## src/rtl/hazard_ctrl_unit.sv

```systemverilog
// Hazard/stall controller for the 5-stage core: EXE/MEM/WB scoreboard, ID stall,
// branch flush, memory-wait pipe freeze with timeout, and EXE operand forwarding selects.

// Per-operand dependency check: ID-side stall contribution and EXE-side forward select.
module hcu_operand #(
  parameter int RA_W   = 4,
  parameter int FWD_EN = 1
) (
  input  logic            id_use,
  input  logic [RA_W-1:0] id_src,
  input  logic            exe_use,
  input  logic [RA_W-1:0] exe_src,
  input  logic            exe_wr,
  input  logic            exe_ld,
  input  logic [RA_W-1:0] exe_dest,
  input  logic            mem_wr,
  input  logic            mem_ld,
  input  logic [RA_W-1:0] mem_dest,
  input  logic            wb_wr,
  input  logic [RA_W-1:0] wb_dest,
  output logic            stall,
  output logic [1:0]      fwd_sel
);
  logic hit_exe, hit_mem, fwd_mem, fwd_wb;

  assign hit_exe = id_use && exe_wr && (exe_dest == id_src);
  assign hit_mem = id_use && mem_wr && (mem_dest == id_src);
  assign stall   = (FWD_EN != 0) ? (hit_exe && exe_ld) : (hit_exe || hit_mem);

  // A load sitting in MEM has no result yet; the load-use stall keeps it out of reach.
  assign fwd_mem = exe_use && mem_wr && !mem_ld && (mem_dest == exe_src);
  assign fwd_wb  = exe_use && wb_wr && (wb_dest == exe_src);

  always_comb begin
    fwd_sel = 2'b00;
    if (FWD_EN != 0) begin
      if (fwd_mem)     fwd_sel = 2'b01;
      else if (fwd_wb) fwd_sel = 2'b10;
    end
  end
endmodule

module hazard_ctrl_unit #(
  parameter int RA_W    = 4,
  parameter int FWD_EN  = 1,
  parameter int MEM_TMO = 15,
  parameter int TMO_W   = 4,
  parameter int CNT_W   = 16
) (
  input  logic             clk,
  input  logic             rst,
  input  logic             id_valid,
  input  logic [RA_W-1:0]  id_src1,
  input  logic             id_use_src1,
  input  logic [RA_W-1:0]  id_src2,
  input  logic             id_use_src2,
  input  logic [RA_W-1:0]  id_dest,
  input  logic             id_wb_en,
  input  logic             id_mem_r_en,
  input  logic             id_mem_w_en,
  input  logic             branch_taken,
  input  logic             mem_ready,
  output logic             id_freeze,
  output logic             pipe_freeze,
  output logic             flush,
  output logic [1:0]       fwd_sel1,
  output logic [1:0]       fwd_sel2,
  output logic             mem_timeout,
  output logic [CNT_W-1:0] stall_cnt
);
  typedef struct packed {
    logic            valid;
    logic [RA_W-1:0] dest;
    logic            wb_en;
    logic            mem_r;
    logic            mem_w;
    logic [RA_W-1:0] src1;
    logic [RA_W-1:0] src2;
    logic            use1;
    logic            use2;
  } sb_entry_t;

  typedef enum logic [1:0] {ST_IDLE, ST_WAIT, ST_ERR} mem_st_t;

  sb_entry_t exe_q, mem_q, wb_q, id_ent;
  mem_st_t   st_q, st_nx;
  logic [TMO_W-1:0] cnt_q, cnt_nx;
  logic mem_op, hazard;

  logic [1:0]           op_id_use, op_exe_use, op_stall;
  logic [1:0][RA_W-1:0] op_id_src, op_exe_src;
  logic [1:0][1:0]      op_fwd;

  assign id_ent = '{valid: id_valid, dest: id_dest, wb_en: id_wb_en, mem_r: id_mem_r_en,
                    mem_w: id_mem_w_en, src1: id_src1, src2: id_src2,
                    use1: id_use_src1, use2: id_use_src2};

  assign op_id_use  = {id_use_src2, id_use_src1};
  assign op_id_src  = {id_src2, id_src1};
  assign op_exe_use = {exe_q.valid && exe_q.use2, exe_q.valid && exe_q.use1};
  assign op_exe_src = {exe_q.src2, exe_q.src1};

  for (genvar g = 0; g < 2; g++) begin : g_op
    hcu_operand #(.RA_W(RA_W), .FWD_EN(FWD_EN)) u_op (
      .id_use   (op_id_use[g]),
      .id_src   (op_id_src[g]),
      .exe_use  (op_exe_use[g]),
      .exe_src  (op_exe_src[g]),
      .exe_wr   (exe_q.valid && exe_q.wb_en),
      .exe_ld   (exe_q.mem_r),
      .exe_dest (exe_q.dest),
      .mem_wr   (mem_q.valid && mem_q.wb_en),
      .mem_ld   (mem_q.mem_r),
      .mem_dest (mem_q.dest),
      .wb_wr    (wb_q.valid && wb_q.wb_en),
      .wb_dest  (wb_q.dest),
      .stall    (op_stall[g]),
      .fwd_sel  (op_fwd[g])
    );
  end

  assign hazard    = |op_stall;
  assign flush     = branch_taken && !pipe_freeze;
  assign id_freeze = id_valid && hazard && !flush;
  assign fwd_sel1  = op_fwd[0];
  assign fwd_sel2  = op_fwd[1];

  assign mem_op      = mem_q.valid && (mem_q.mem_r || mem_q.mem_w);
  assign mem_timeout = (st_q == ST_ERR);

  // The ready cycle releases the pipe so the completed access advances to WB.
  always_comb begin
    st_nx       = st_q;
    cnt_nx      = cnt_q;
    pipe_freeze = 1'b0;
    case (st_q)
      ST_IDLE: begin
        if (mem_op && !mem_ready) begin
          pipe_freeze = 1'b1;
          st_nx       = ST_WAIT;
          cnt_nx      = TMO_W'(1);
        end
      end
      ST_WAIT: begin
        if (mem_ready) begin
          st_nx  = ST_IDLE;
          cnt_nx = '0;
        end else begin
          pipe_freeze = 1'b1;
          if (cnt_q == TMO_W'(MEM_TMO)) st_nx = ST_ERR;
          else                          cnt_nx = cnt_q + TMO_W'(1);
        end
      end
      ST_ERR:  pipe_freeze = 1'b1;
      default: st_nx = ST_IDLE;
    endcase
  end

  always_ff @(posedge clk) begin
    if (rst) begin
      st_q  <= ST_IDLE;
      cnt_q <= '0;
    end else begin
      st_q  <= st_nx;
      cnt_q <= cnt_nx;
    end
  end

  always_ff @(posedge clk) begin
    if (rst) begin
      exe_q <= '0;
      mem_q <= '0;
      wb_q  <= '0;
    end else if (!pipe_freeze) begin
      wb_q  <= mem_q;
      mem_q <= exe_q;
      exe_q <= (id_valid && !id_freeze && !flush) ? id_ent : '0;
    end
  end

  always_ff @(posedge clk) begin
    if (rst)
      stall_cnt <= '0;
    else if ((id_freeze || pipe_freeze) && (stall_cnt != {CNT_W{1'b1}}))
      stall_cnt <= stall_cnt + CNT_W'(1);
  end

  // WB only needs to be visible as a write-back source; its other fields just ride along.
  logic unused_wb;
  assign unused_wb = ^{wb_q.mem_r, wb_q.mem_w, wb_q.src1, wb_q.src2, wb_q.use1, wb_q.use2};
endmodule

```

## config.mk

```make
export PLATFORM = sky130hd
export DESIGN_NAME = hazard_ctrl_unit
export DESIGN_NICKNAME = d
export VERILOG_FILES = /design/src/rtl/hazard_ctrl_unit.sv
export SDC_FILE = /design/constraint.sdc
export NUM_CORES = 1
export LEC_CHECK = 0
export CAP_MARGIN = 20
export CORE_ASPECT_RATIO = 1.4
export CORE_UTILIZATION = 52
export DETAILED_ROUTE_END_ITERATION = 12
export GPL_TIMING_DRIVEN = 0
export PLACE_DENSITY = 0.84
export SLEW_MARGIN = 10
export SYNTH_ARGS = -nofsm -noshare
export SYNTH_HDL_FRONTEND = slang
export SYNTH_SLANG_ARGS = --single-unit
export TNS_END_PERCENT = 30
```

## constraint.sdc

```tcl
create_clock -name clk -period 2.6 [get_ports clk]
set_input_delay 0.39 -clock clk [delete_from_list [all_inputs] [get_ports clk]]
set_output_delay 0.39 -clock clk [all_outputs]
set_load 0.005 [all_outputs]
```

# Yosys cells after proc, flatten, opt, wreduce, memory -nomap -nowiden
# Index checks and enable logic that the tools add are counted.
# op_classes
n_bitwise	1
eq_ne	13
reduce_logical	41
add_sub_neg	2
muxes	16
# ops
operator	count
logical AND 1 bit	29
== test 4 bit	6
2-to-1 mux 18 bit	1
adder 16 x 1 -> 16 bit (second input constant)	1
inequality test 16 bit (second input constant)	1
2-to-1 mux 2 bit	7
2-to-1 mux 4 bit	3
case mux 4 bit (2 select lines)	1
inequality test 3 bit (second input constant)	2
case mux 2 bit (3 select lines)	1
AND reduction 3 bit	2
zero test 1 bit	5
adder 4 x 1 -> 4 bit (second input constant)	1
== test 4 bit (second input constant)	1
case mux 1 bit (3 select lines)	1
== test 2 x 1 -> 1 bit (second input constant)	1
== test 2 bit (second input constant)	1
zero test 2 bit	1
logical OR 1 bit	2
2-to-1 mux 1 bit	2
inequality test 2 bit (second input constant)	1
nonzero test 2 bit	1
OR reduction 2 bit	1
inverter 1 bit	1
# word_totals
out_inout_bits	24
elab_cells	93
ff_bits	54
in_bits	22

# Depth between registers and ports, before layout
# depth
word_depth	13
mapped_depth	10
depth_no_buf	7

# By module
# From an unflattened synthesis, not the netlist that was laid out.
# unflattened
hier_cells	303
area_unflattened_um2	2627.5
# modules_own_cells
mod	cells_per_inst	n_inst	area_each_um2
hazard_ctrl_unit	261	1	2304.7
hcu_operand	21	2	161.4

# Worst setup path before layout
# OpenSTA, ideal clock, no wires.
# synth_timing
path_kind	input-to-reg
from	in mem_ready
to	reg stall_cnt[6]
arrival_time_ns	1.775
n_path_buf	2
cell_stages	9
slack_ns	0.702
t_required_ns	2.477
path_cell_list	nor2_2 -> o21ai_1 -> nor2b_1 -> buf_4 -> inv_6 -> a21oi_2 -> buf_6 -> nor4_1 -> mux2_1
# synth_between
elab_chain_len	10
# synth_rtl
element	line	rtl
from (decl)	62	input logic mem_ready,
zero test 1 bit	138	if (mem_op && !mem_ready) begin
logical AND 1 bit	138	
2-to-1 mux 1 bit	138	
case mux 1 bit (3 select lines) (*)	136	case (st_q)
zero test 1 bit	--	
logical AND 1 bit	123	assign flush = branch_taken && !pipe_freeze;
zero test 1 bit	124	assign id_freeze = id_valid && hazard && !flush;
logical AND 1 bit	124	
logical OR 1 bit (*)	184	else if ((id_freeze || pipe_freeze) && (stall_cnt != {CNT_W{1'b1}}))
logical AND 1 bit (*)	184	
to (signal assigned)	185	stall_cnt <= stall_cnt + CNT_W'(1);
to (decl)	69	output logic [CNT_W-1:0] stall_cnt
# Mark *: on every way between the ends. The rest lies on a longest branch, timed or not.
# A chain may end at the register's enable or synchronous reset.

# Worst setup path after layout
# layout_timing
from	in id_src1[1]
to	out id_freeze
# layout_between
elab_chain_len	6
# layout_rtl
element	line	rtl
from (decl)	53	input logic [RA_W-1:0] id_src1,
== test 4 bit	26	assign hit_exe = id_use && exe_wr && (exe_dest == id_src);
logical AND 1 bit	26	
logical AND 1 bit	28	assign stall = (FWD_EN != 0) ? (hit_exe && exe_ld) : (hit_exe || hit_mem);
OR reduction 2 bit	122	assign hazard = |op_stall;
logical AND 1 bit (2 in series)	124	
to (decl)	63	output logic id_freeze,
# Every way passes these cells.

==> impl_metrics.csv <==
group,metric,value,unit
run_status,run_status,"complete, no violations",
placed_design,dp_slack,-0.297,ns
grt,grtUsageTotal,25.6,%
setup_path,setup.worst_path.end,"id_freeze",
timing,post-route-period-util,96.5,%
setup_path,reg2reg_to,"stall_cnt[6]$_SDFFE_PP0P_",
timing,drv_slew,0,
grt,grt_pass1_vias,2282,
timing,max_freq,0.399,GHz
power_and_ir_drop,p_leak,1.21,nW
clock_tree,cts_buffers,5,
placed_design,dp.final_hpwl,4.64,mm
clock_tree,cts_tree,"yes",
flow_run,maxCapViolations,0,
route,detail-route-antenna-nets,0,
logic_synthesis,synth_seq_cells,54,
logic_synthesis,synthCells,311,
setup_path,cp-start-kind,"input pin",
route,vias,2413,
setup_path,r2r_cells,8,
finish,layout_commonest_cell,"dfxtp_1",
logic_synthesis,synth-seq-area-share,41.5,%
setup_path,r2r_start,"exe_q[14]$_SDFFE_PP0N_",
logic_synthesis,syn-cell-area,2600,um^2
floorplan,io-pin-count,46,
finish,layout_common_cells,"dfxtp_1 (54), clkdlybuf4s50_1 (44), nand2_1 (36), nor2_1 (33), a21oi_1 (32)",
setup_path,crit_arrival,2.12,ns
timing,setup_tns,0,ns
setup_path,critPathMaxFanout,3,
floorplan,initial_core_util,53.8,%
clock_tree,insertion_delay,0.31,ns
finish,final_layout_size_suffix_gt1_share,8.42,%
setup_path,r2r_slack,0.43,ns
floorplan,num_rows,30,
placed_design,dp_cells,420,
setup_path,critPathLaunch,"id_src1[1]",
setup_path,crit_type,"in2out",
route,drc_errors,0,
timing,worstMarginPinSlew,0.519,ns
floorplan,die_area,5300,um^2
floorplan,core_region_area,4840,um^2
placed_design,port_buffers,45,
timing,maxSlewHeadroom,65.1,%
finish,stdcell_count,432,
logic_synthesis,synth_top_area_cell,"dfxtp_1",
grt,grt_max_degree,18,
floorplan,die_y,85.7,um
finish,nNetsFinal,391,
finish,fin_area,3290,um^2
clock_tree,clk_pin_slew,0.10,ns
power_and_ir_drop,p_per_area,436,nW/um^2
logic_synthesis,synth_warnings,0,
logic_synthesis,syn-num-nets,335,
logic_synthesis,ys_top_cells_by_area,"dfxtp_1 (42%), a21oi_1 (6.2%), nand2_1 (5.2%)",
logic_synthesis,ys_types,44,
floorplan,die_x,61.8,um
finish,multi_input_area,1410,um^2
logic_synthesis,yosys_most_used_dff,"dfxtp_1",
placed_design,routabilityCongestion,0.828,
timing,fin_ws,0.0917,ns
logic_synthesis,syn_avg_cell_area,8.37,um^2
grt,antenna_found_initial,0,
setup_path,required,2.21,ns
route,dr.pass1.iters,4,
worst_hold_path,hold_start,"wb_q[12]$_SDFFE_PP0N_",
timing,fin_crit,2.51,ns
worst_hold_path,holdCritPathClass,"reg2reg",
finish,diodes,0,
clock_tree,cts.hold.buffers_added,0,
timing,setup_violations,0,
power_and_ir_drop,vdd_ir_drop_max,0.326,mV
route,wl_per_cell,14.4,um
logic_synthesis,yosysTopAreaCellShare,41.5,%
placed_design,placed_cell_area,3130,um^2
finish,ff_latch_area,1080,um^2
timing,finalHoldViolations,0,
clock_tree,root_buffer,"clkbuf_8",
clock_tree,cts_max_path_buffers,2,
clock_tree,cts_max_level,2,
grt,grt_pass1_wl,10.2,mm
finish,num-fill-cells,399,
logic_synthesis,synth_edf_count,0,
grt,grt-ovfl-total,0,
timing,clock-skew-final,0.00759,ns
power_and_ir_drop,power,0.00143,W
logic_synthesis,async_flop_share,0,%
route,detail_route.vias_per_cell,5.59,
route,drtIter0Drc,157,
finish,syn2layout_area_growth,26.2,%
clock_tree,clock-sinks,54,
setup_path,endpoint_kind,"output pin",
route,drt-total-wl,6.22,mm
timing,rsz0062_at_grt,"no",
[cell usage after synthesis (6+ instances only)]
master	number
nand3_1	11
dfxtp_1	54
nor4_1	6
a21oi_1	32
nor2_1	33
nor3_1	7
xnor2_1	12
or4_1	8
inv_1	6
xor2_1	12
nor2b_1	7
nand2_1	36
a22oi_1	17
o31ai_1	7
clkbuf_1	8
[worst min path at each step]
stage,cells after the start,slack (ns),endpoint
2_1_floorplan,2,0.43,mem_q[10]$_SDFFE_PP0N_
3_5_place_dp,2,0.45,wb_q[12]$_SDFFE_PP0N_
3_3_place_gp,2,0.45,wb_q[17]$_SDFFE_PP0N_
4_1_cts,2,0.47,wb_q[12]$_SDFFE_PP0N_
6_report,2,0.47,wb_q[12]$_SDFFE_PP0N_
5_1_grt,2,0.49,wb_q[12]$_SDFFE_PP0N_
[per-layer routing]
| metal | track usage (%) | share of wire (%) | wire, um | vias to the layer above |
|---|---|---|---|---|
| met3 | 4.83 | 3.2 | 200 | 12 |
| met2 | 45.1 | 54 | 3360 | 54 |
| met4 | 11.3 | 2.3 | 142 | 0 |
| met1 | 28.9 | 40 | 2520 | 1139 |
| li1 | - | - | - | 1208 |
| met5 | 0 | 0 | 0 | - |
[flip-flops by register name, summed over array words and instances, names as in the netlist]
name	flops
exe_q	18
stall_cnt	16
mem_q	8
wb_q	6
cnt_q	4
st_q	2
[worst max-delay path: stages]
cell,delay [ns]
clkdlybuf4s50_1,0.52
xnor2_2,0.15
nand4_1,0.18
o22ai_4,0.23
nor2b_1,0.15
clkdlybuf4s50_1,0.50
[cell type report]
| cell class | instances | share of cell area (%) |
|---|---|---|
| multi-input combinational | 231 | 43.0 |
| sequential | 54 | 32.9 |
| timing repair buffer | 49 | 14.7 |
| buffer | 19 | 3.31 |
| tap | 64 | 2.44 |
| clock buffer | 5 | 2.09 |
| inverter | 7 | 0.952 |
| clock inverter | 3 | 0.647 |
[kinds of logic after synthesis]
| logic type | Yosys count | share of synthesized area [%] |
|---|---|---|
| xor gates and xnor gates | 24 | 8.07 |
| and+or+nand+nor | 133 | 26.0 |
| DFF | 54 | 41.5 |
| adders and majority gates | 2 | 0.961 |
| AOI/OAI and AO/OA | 67 | 16.3 |
| muxes | 5 | 2.16 |
| buffers and inverters | 26 | 5.00 |
[report_power, final]
group / leakage [nW] / switching (W) / internal (W)
clock network: 0.0441 / 0.000284 / 0.000190
registers: 0.437 / 0.0000123 / 0.000838
logic: 0.731 / 0.0000529 / 0.0000577
total: 1.21 / 0.000349 / 0.00109
[through the flow]
stage / utilization [%] / hold slack (ns)
2_1_floorplan: - / 0.432
5_1_grt: 67.9 / 0.489
3_3_place_gp: 64.7 / 0.447
3_5_place_dp: 64.7 / 0.452
4_1_cts: 67.1 / 0.465
6_report: 67.9 / 0.473
[repair_timing]
action                                  CTS  global route
buffers inserted                          0             4
pin swaps                                 0             2
endpoints found under the setup margin    2             3
resized for setup                         5             2
No activity file was read; power rests on OpenSTA's default activity.
